$ cat src/rtl/wb_pwm_capture_if.sv
// Pipelined Wishbone bus bundle shared by the peripherals.
// The clock and reset travel with the bus.
interface wishbone_p_if (
    input logic clk_i,
    input logic rst_i
);
    logic        cyc;
    logic        stb;
    logic        we;
    logic [31:0] adr;
    logic [31:0] dat_i;
    logic [31:0] dat_o;
    logic        ack;
    logic        stall;

    modport master (
        input  clk_i, rst_i, dat_o, ack, stall,
        output cyc, stb, we, adr, dat_i
    );

    modport slave (
        input  clk_i, rst_i, cyc, stb, we, adr, dat_i,
        output dat_o, ack, stall
    );
endinterface

$ cat src/rtl/wb_pwm_capture.sv
// PWM input capture: per-channel period and high-time measurement,
// with results and sticky flags exposed as Wishbone registers.
module wb_pwm_capture #(
    parameter int CAP_PORT_CNT = 4
) (
    wishbone_p_if.slave              wb,
    input  logic [CAP_PORT_CNT-1:0] pwm_in_ports
);
    localparam int N = CAP_PORT_CNT;

    if (N < 1 || N > 8) begin : g_bad_cnt
        $fatal(1, "CAP_PORT_CNT must be in 1..8");
    end

    typedef enum logic [1:0] {
        IDLE,
        WAIT,
        MEAS
    } state_t;

    logic clk;
    logic rst;
    assign clk = wb.clk_i;
    assign rst = wb.rst_i;

    logic                 hit;
    logic                 wr;
    logic [3:0]           idx;
    logic [N-1:0]         ctrl;
    logic [N-1:0]         valid;
    logic [N-1:0]         ovf;
    logic [N-1:0]         v_set;
    logic [N-1:0]         o_set;
    logic [N-1:0]         v_clr;
    logic [N-1:0]         o_clr;
    logic [N-1:0][31:0]   res_all;
    logic [31:0]          rdata;

    assign hit      = wb.cyc & wb.stb;
    assign wr       = hit & wb.we;
    assign idx      = wb.adr[5:2];
    assign wb.ack   = hit;
    assign wb.stall = 1'b0;
    assign wb.dat_o = rdata;

    for (genvar i = 0; i < N; i++) begin : g_ch
        logic        s1;
        logic        s;
        logic        s_d;
        logic        rise;
        logic        fall;
        logic        en;
        logic        cap;
        logic        ovf_hit;
        logic [15:0] cnt;
        logic [15:0] hi;
        logic [15:0] cnt_nxt;
        logic [15:0] hi_nxt;
        logic [31:0] result;
        state_t      st;
        state_t      st_nxt;

        // Synchroniser keeps running while disabled so re-enable sees clean edges.
        always_ff @(posedge clk) begin
            if (rst) begin
                s1  <= 1'b0;
                s   <= 1'b0;
                s_d <= 1'b0;
            end else begin
                s1  <= pwm_in_ports[i];
                s   <= s1;
                s_d <= s;
            end
        end

        assign rise    = s & ~s_d;
        assign fall    = ~s & s_d;
        assign en      = ctrl[i];
        assign ovf_hit = (cnt == 16'hFFFF);

        always_ff @(posedge clk) begin
            if (rst) begin
                st  <= IDLE;
                cnt <= '0;
                hi  <= '0;
            end else begin
                st  <= st_nxt;
                cnt <= cnt_nxt;
                hi  <= hi_nxt;
            end
        end

        always_comb begin
            st_nxt = st;
            unique case (st)
                IDLE: st_nxt = en ? WAIT : IDLE;
                WAIT: begin
                    if (!en)       st_nxt = IDLE;
                    else if (rise) st_nxt = MEAS;
                end
                MEAS: begin
                    if (!en)          st_nxt = IDLE;
                    else if (ovf_hit) st_nxt = WAIT;
                end
                default: st_nxt = IDLE;
            endcase
        end

        always_comb begin
            cnt_nxt = cnt;
            hi_nxt  = hi;
            cap     = 1'b0;
            o_set[i] = 1'b0;
            unique case (st)
                WAIT: begin
                    if (!en || rise) begin
                        cnt_nxt = {15'd0, en};
                        hi_nxt  = '0;
                    end
                end
                MEAS: begin
                    if (!en) begin
                        cnt_nxt = '0;
                        hi_nxt  = '0;
                    end else if (ovf_hit) begin
                        o_set[i] = 1'b1;
                        cnt_nxt  = '0;
                        hi_nxt   = '0;
                    end else if (rise) begin
                        cap     = 1'b1;
                        cnt_nxt = 16'd1;
                    end else begin
                        cnt_nxt = cnt + 16'd1;
                        if (fall) hi_nxt = cnt;
                    end
                end
                default: begin
                    cnt_nxt = '0;
                    hi_nxt  = '0;
                end
            endcase
        end

        always_ff @(posedge clk) begin
            if (rst)      result <= '0;
            else if (cap) result <= {cnt, hi};
        end

        assign v_set[i]   = cap;
        assign res_all[i] = result;
    end

    assign v_clr = (wr && idx == 4'd1) ? wb.dat_i[N-1:0]   : '0;
    assign o_clr = (wr && idx == 4'd1) ? wb.dat_i[8 +: N]  : '0;

    always_ff @(posedge clk) begin
        if (rst) begin
            ctrl  <= '0;
            valid <= '0;
            ovf   <= '0;
        end else begin
            if (wr && idx == 4'd0) ctrl <= wb.dat_i[N-1:0];
            // Hardware set wins over a same-cycle clear.
            valid <= (valid & ~v_clr) | v_set;
            ovf   <= (ovf & ~o_clr) | o_set;
        end
    end

    always_comb begin
        rdata = '0;
        if (hit && !wb.we) begin
            unique case (1'b1)
                (idx == 4'd0): rdata[N-1:0] = ctrl;
                (idx == 4'd1): begin
                    rdata[N-1:0]  = valid;
                    rdata[8 +: N] = ovf;
                end
                default: begin
                    for (int i = 0; i < N; i++) begin
                        if (idx == 4'(i + 2)) rdata = res_all[i];
                    end
                end
            endcase
        end
    end

    logic unused_bits;
    assign unused_bits = ^{wb.dat_i, wb.adr};
endmodule

$ cat src/flat_wrapper.sv
// flat-port wrapper written by rule: the top's interface ports become plain ports
module wb_pwm_capture_flat 
#(
    parameter int CAP_PORT_CNT = 4
)
  (pwm_in_ports, clk_i, rst_i, wb_cyc, wb_stb, wb_we, wb_adr, wb_dat_i, wb_dat_o, wb_ack, wb_stall);
  wishbone_p_if wb_i (.clk_i(clk_i), .rst_i(rst_i));
  input  logic [CAP_PORT_CNT-1:0] pwm_in_ports;
  input wire logic clk_i;
  input wire logic rst_i;
  input wire logic [$bits(wb_i.cyc)-1:0] wb_cyc;
  input wire logic [$bits(wb_i.stb)-1:0] wb_stb;
  input wire logic [$bits(wb_i.we)-1:0] wb_we;
  input wire logic [$bits(wb_i.adr)-1:0] wb_adr;
  input wire logic [$bits(wb_i.dat_i)-1:0] wb_dat_i;
  output wire logic [$bits(wb_i.dat_o)-1:0] wb_dat_o;
  output wire logic [$bits(wb_i.ack)-1:0] wb_ack;
  output wire logic [$bits(wb_i.stall)-1:0] wb_stall;
  assign wb_i.cyc = wb_cyc;
  assign wb_i.stb = wb_stb;
  assign wb_i.we = wb_we;
  assign wb_i.adr = wb_adr;
  assign wb_i.dat_i = wb_dat_i;
  assign wb_dat_o = wb_i.dat_o;
  assign wb_ack = wb_i.ack;
  assign wb_stall = wb_i.stall;
  wb_pwm_capture #(.CAP_PORT_CNT(CAP_PORT_CNT)) u_core (.wb(wb_i), .pwm_in_ports(pwm_in_ports));
endmodule
$ cat config.mk
export PLATFORM = sky130hd
export DESIGN_NAME = wb_pwm_capture_flat
export DESIGN_NICKNAME = d
export VERILOG_FILES = /design/src/rtl/wb_pwm_capture_if.sv /design/src/rtl/wb_pwm_capture.sv /design/src/flat_wrapper.sv
export SDC_FILE = /design/constraint.sdc
export NUM_CORES = 1
export LEC_CHECK = 0
export ABC_AREA = 1
export CAP_MARGIN = 15
export CORE_ASPECT_RATIO = 1.75
export CORE_MARGIN = 5
export CORE_UTILIZATION = 60
export DETAILED_ROUTE_END_ITERATION = 12
export HOLD_SLACK_MARGIN = 0.02
export PLACE_DENSITY = 0.78
export SLEW_MARGIN = 20
export SYNTH_ARGS = -nofsm -noshare
export SYNTH_HDL_FRONTEND = slang
export SYNTH_SLANG_ARGS = --single-unit
$ cat constraint.sdc
create_clock -name clk_i -period 3.3 [get_ports clk_i]
set_input_delay 0.495 -clock clk_i [delete_from_list [all_inputs] [get_ports clk_i]]
set_output_delay 0.495 -clock clk_i [all_outputs]
set_load 0.01 [all_outputs]
; ---- Word-level counts from Yosys, hierarchy flattened
; Cells that the tools add are included.
[word_totals]
regBits = 288
latch_bits = 0
mem_bits_rw = 0
romBits = 0
in_bits = 73
wordCells = 229
n_memories = 0
[op_classes]
addsub = 4
n_mul = 0
n_div = 0
magnitude_cmp = 0
eq_ne = 37
shift = 0
n_mux = 107
bitwise = 24
reduce_logical = 26
[op_table]
columns = op, n
row1 = two-way mux 16 bit, 36
row2 = case mux 16 bit (2 select lines), 8
row3 = two-way mux 32 bit, 5
row4 = "adder 16 x 1 -> 16 bit, second input constant", 4
row5 = "== test 16 bit, second input constant", 4
row6 = two-way mux 1 bit, 32
row7 = two-way mux 2 bit, 16
row8 = "!= test 4 bit, second input constant", 8
row9 = "!= test 3 bit, second input constant", 8
row10 = case mux 2 bit (3 select lines), 4
row11 = two-way mux 20 bit, 1
row12 = case mux 4 bit (2 select lines), 2
row13 = two-way mux 4 bit, 3
row14 = AND reduction 3 bit, 4
row15 = bitwise AND 1 bit, 10
row16 = bitwise AND 4 bit, 2
row17 = "== test 2 x 1 -> 1 bit, second input constant", 4
row18 = "== test 2 bit, second input constant", 4
row19 = "== test 4 x 2 -> 1 bit, second input constant", 2
row20 = "== test 4 x 3 -> 1 bit, second input constant", 2
row21 = logical NOT 2 bit, 4
row22 = "!= test 2 x 1 -> 1 bit, second input constant", 4
row23 = inverter 1 bit, 8
row24 = inverter 4 bit, 2
row25 = 8 further kinds, 21

; ---- Logic depth before layout (Yosys ltp)
[depth]
depth_word = 7
depth_mapped = 12
ltp_nobuf = 12

; ---- Worst setup path after synthesis
; OpenSTA, ideal clock, no wires.
[synth_path]
path_type = input -> output
startpoint = in wb_adr[2]
endpoint = out wb_dat_o[21]
t_arrival_ps = 1661
required_time_ps = 2805
setup_slack_ps = 1144
path_stages = 7
cell_sequence = clkbuf_1 -> nor2_2 -> nand2_1 -> buf_2 -> o22ai_1 -> o21ai_0 -> a21oi_1
[synth_via]
elab_chain_len = 7
elab_cells_between_ends = 13
cone_classes = eq/ne: 5 / mux: 6 / reduce/logical: 2
[synth_rtl]
columns = item, line_no
row1 = from (decl), flat_wrapper.sv:14  ; input wire logic [$bits(wb_i.adr)-1:0] wb_adr;
row2 = == test 4 x 2 -> 1 bit, wb_pwm_capture.sv:180  ; if (idx == 4'(i + 2)) rdata = res_all[i];
row3 = two-way mux 32 bit (4 in series), wb_pwm_capture.sv:180
row4 = two-way mux 20 bit (*), wb_pwm_capture.sv:172  ; unique case (1'b1)
row5 = two-way mux 32 bit (*), wb_pwm_capture.sv:171  ; if (hit && !wb.we) begin
row6 = to (decl), flat_wrapper.sv:16  ; output wire logic [$bits(wb_i.dat_o)-1:0] wb_dat_o;
; Mark *: on every way between the ends. The rest lies on a longest branch, timed or not.

; ---- Final worst setup path
[layout_path]
startpoint = in wb_adr[3]
endpoint = out wb_dat_o[5]
[layout_via]
elab_chain_len = 7
elab_cells_between_ends = 13
cone_classes = eq/ne: 5 / mux: 6 / reduce/logical: 2
[layout_rtl]
columns = item, line_no
row1 = == test 4 x 2 -> 1 bit, wb_pwm_capture.sv:180
row2 = two-way mux 32 bit (4 in series), wb_pwm_capture.sv:180
row3 = two-way mux 4 bit (*), wb_pwm_capture.sv:172
row4 = two-way mux 32 bit (*), wb_pwm_capture.sv:171
; Marks and branches as above.

==> metrics.md <==
| Metric | Value |
|---|---|
| Outcome | finished with violations |
| Failing checks | negative setup slack |
| CP endpoint kind | output pin |
| Layout cells sized above 1 | 7.91% |
| Leak pwr | 5.96 nW |
| Final ANT Viol Nets | 0 |
| Syn Std Cell Area | 13,300 sq um |
| Via/cell ratio | 5.68 |
| CP Capture Point | wb_dat_o[5] |
| Final worst path period need | 3310 ps |
| Mapped Nets | 1,966 |
| Commonest non-fill, non-tap cell in the layout | dfxtp_1 |
| Fill cells | 1,999 |
| Worst path max stage delay | 560 ps |
| Comb pwr share | 3.1% |
| Clk sink count | 288 |
| CP required | 2800 ps |
| Synth area leader | dfxtp_1 |
| CP bufs+invs | 6 |
| Pwr Density | 471 nW/um^2 |
| Max_slew headroom | 39.6% |
| GRT overflow | 0 |
| RSZ-0062 raised after global routing | yes |
| Compound-Gate Fraction of Synth Area | 17.9% |
| DR iter-0 viols | 1,345 |
| Area of the multi-input gates | 6160 sq um |
| Layout area overhead | 13.9% |
| P_int | 5.61 mW |
| CP startpoint | wb_adr[3] |
| Post-synthesis mux area share | 0% |
| GP Congestion | 0.975 |
| Initial antenna violation count | 0 |
| Final slew viol count | 0 |
| Post-synthesis async set-or-reset flop share | 0% |
| Ports | 107 |
| Hold-fix buffers, CTS | 0 |
| Post-synthesis simple-gate area fraction | 25.5% |
| Worst Tran Pin Value | 905 ps |
| CP arrival | 2820 ps |
| Cell Chain, Critical Path | clkdlybuf4s50_1, inv_1, buf_4, nand2_1, nand2_2, inv_1, buf_12, o21ai_0, a21oi_1, clkdlybuf4s50_1 |
| Achievable Freq | 302 MHz |
| Post-Route WL | 38,300 um |
| Cell variety after synth | 44 |
| Worst r2r path cells | 9 |
| Util after Layout | 68.9% |
| First-pass GRT wire length | 60,400 um |
| Largest family of logic cells by synthesized area | simple AND/OR/NAND/NOR gates |
| Peak supply drop | 0.000406 V |
| Maximum number of pins on one net before global-route repair | 71 |
| Final setup fails | 1 |
| Number of global-route vias before repair | 11,900 |
| GRT Overall Usage | 30.1% |
| Sequential share of power | 48.8% |
| Synth top area share | 43.4% |
| YS warnings | 0 |
| Most frequent cells in the layout | dfxtp_1, nand2_1, nor2_1 |
| Top post-synthesis cells by area | dfxtp_1, nand2_1, nor2_1, a21oi_1, o21ai_0 |
| Ant diodes | 0 |
| Post-synth EDFFs | 0 |
| Met3 WL | 1990 um |
| Clock latency on the worst-skew pair | 540 ps |
| CP Depth | 10 |
| Final worst-path cycle share | 100% |
| MaxCap Viol Count | 0 |
| Max clock buf depth | 3 |
| CTS tree | built |
| Clk pwr share | 48.1% |
| Crit path max-delay family | buffers and inverters |
| Max layer used | met4 |
| Yosys reg bits | 288 |
| Wl on met1 | 14,000 um |
| Skew final | 12.8 ps |
| Seq/Total Area, Yosys | 43.4% |
| Final Hold Fails | 0 |
| Place WS | -87.6 ps |
| Drt pass-1 iters | 6 |
| Syn_area_per_cell | 7.08 sq um |
| CTS clk-pin slew, worst paths | 70 ps |
| TNS Setup | -13.9 ps |
| Mapped Cells | 1,877 |
| Hpwl dp | 27,100 um |
| Startpoint Class | input port |
| Final WS setup | -13.9 ps |
| Max H-tree Level | 1 |
| CP max FO | 10 |
| PortBufs | 53 |
| Reg2reg start | u_core.g_ch[0].cnt[0] |
| R2r setup slk | 680 ps |
| Sequential Area | 5770 sq um |
| Initial core utilization | 60.5% |
| Drc violations | 0 |
| Routed wire length per instance | 17.3 um |
| Die Span Y | 207 um |
| Post-CTS Setup Inserts | 0 |
| Hold Crit Class | reg2reg |
| CTS Buf Count | 26 |
| Fin nets | 1,991 |
| Switching Share | 21.4% |
| Die Footprint | 25,400 sq um |
| Die X-Extent | 123 um |
| Met2 wire length | 19,800 um |
| Top FF cell, synth | dfxtp_1 |
| Clock Tree Root | clkbuf_16 |
| Site Rows | 72 |
| Synth Area in XOR/XNOR | 1.25% |
| Adder-Cell Fraction of Synth Area | 1.51% |
| Core area | 22,000 sq um |
| Via count | 12,600 |
| Worst setup path category | in2out |
| FF-to-FF End | u_core.g_ch[0].hi[7] |
| Net Switching | 1.53 mW |
| Crit path max-delay cell type | clkdlybuf4s50_1 |
-- synthesized netlist by cell type, types with 10 or more instances --
master and n:
nand2_1 273, buf_6 13, dfxtp_1 288, o21ai_1 44, nor2_1 268, nor3_1 18, nand3_1 127, nor2_2 13
buf_2 29, a21oi_1 193, buf_4 12, o22ai_1 18, clkbuf_1 45, inv_1 209, nand4_1 59, o21ai_0 163
xor2_1 16, ha_1 16, o211ai_1 14, a21oi_2 10
-- layout make-up --
cell class              count  area share (%)
repair buffers            104            6.88
flip-flops and latches    288            38.1
multi-input cells        1266            40.7
well taps                 296            2.45
clock inverters            14            1.44
clock buffers              34            5.10
inverters                 216            5.36
-- power by group through the flow --
stage,Sequential [mW],Clock [mW],Combinational [mW]
finish,3.48,3.43,0.223
CTS,3.48,3.46,0.219
floorplan,3.56,0,0.120
global placement,3.56,0,0.215
global route,3.48,3.61,0.240
detailed placement,3.56,0,0.217
-- worst min-delay path by stage --
stage,start,to,cells past startpoint
2_1_floorplan,u_core.g_ch[0].s1,u_core.g_ch[0].s,2
3_3_place_gp,u_core.g_ch[0].s1,u_core.g_ch[0].s,2
3_5_place_dp,u_core.g_ch[0].s1,u_core.g_ch[0].s,2
4_1_cts,u_core.g_ch[0].s1,u_core.g_ch[0].s,2
5_1_grt,u_core.g_ch[0].s1,u_core.g_ch[0].s,2
6_report,u_core.g_ch[0].s1,u_core.g_ch[0].s,2
-- per-layer routing --
layer | global-route usage [%] | vias up
met3 | 3.16 | 131
met4 | 17.2 | 0
li1 | - | 6204
met5 | 0 | -
met1 | 33.6 | 5851
met2 | 54.7 | 411
-- worst register-to-register path, stage by stage (launching register included) --
cell and delay [ps]:
dfxtp_1 370, ha_1 240, nand2_1 90, nor2_1 80, nand3_1 120, nor2_2 50, nor2_2 680, nand2_1 540
a21oi_1 290, nor2_1 50
-- registers in the layout, indices dropped and copies added (netlist names) --
name,count
u_core.g_ch.s_d,4
u_core.ovf,4
u_core.g_ch.result,128
u_core.valid,4
u_core.g_ch.s,4
u_core.g_ch.hi,64
u_core.g_ch.s1,4
u_core.g_ch.st,8
u_core.g_ch.cnt,64
u_core.ctrl,4
-- cell families (layout without fill, tap and decap cells) --
kind of cell,count (synthesis),after routing
AOI/OAI and AO/OA,451,451
xor gates and xnor gates,19,19
adders and majority gates,16,16
buffers and inverters,323,368
DFF,288,288
other,1,1
and+or+nand+nor,779,779
-- repair_timing --
action                                  in CTS  in global routing
pin swaps                                    0                  2
endpoints found under the setup margin      14                 16
gates resized for setup                     15                 11
-- per-stage QoR --
step           hold WS [ps]  area [sq um]  std cells  power (mW)
4_1_cts                 403         15100       2218        7.16
2_1_floorplan           388         13300       1877        3.68
5_1_grt                 415         15100       2218        7.33
3_3_place_gp            393         14100       2170        3.78
3_5_place_dp            393         14100       2170        3.78
6_report                403         15100       2218        7.13
Power figures use the tool's default switching activity.
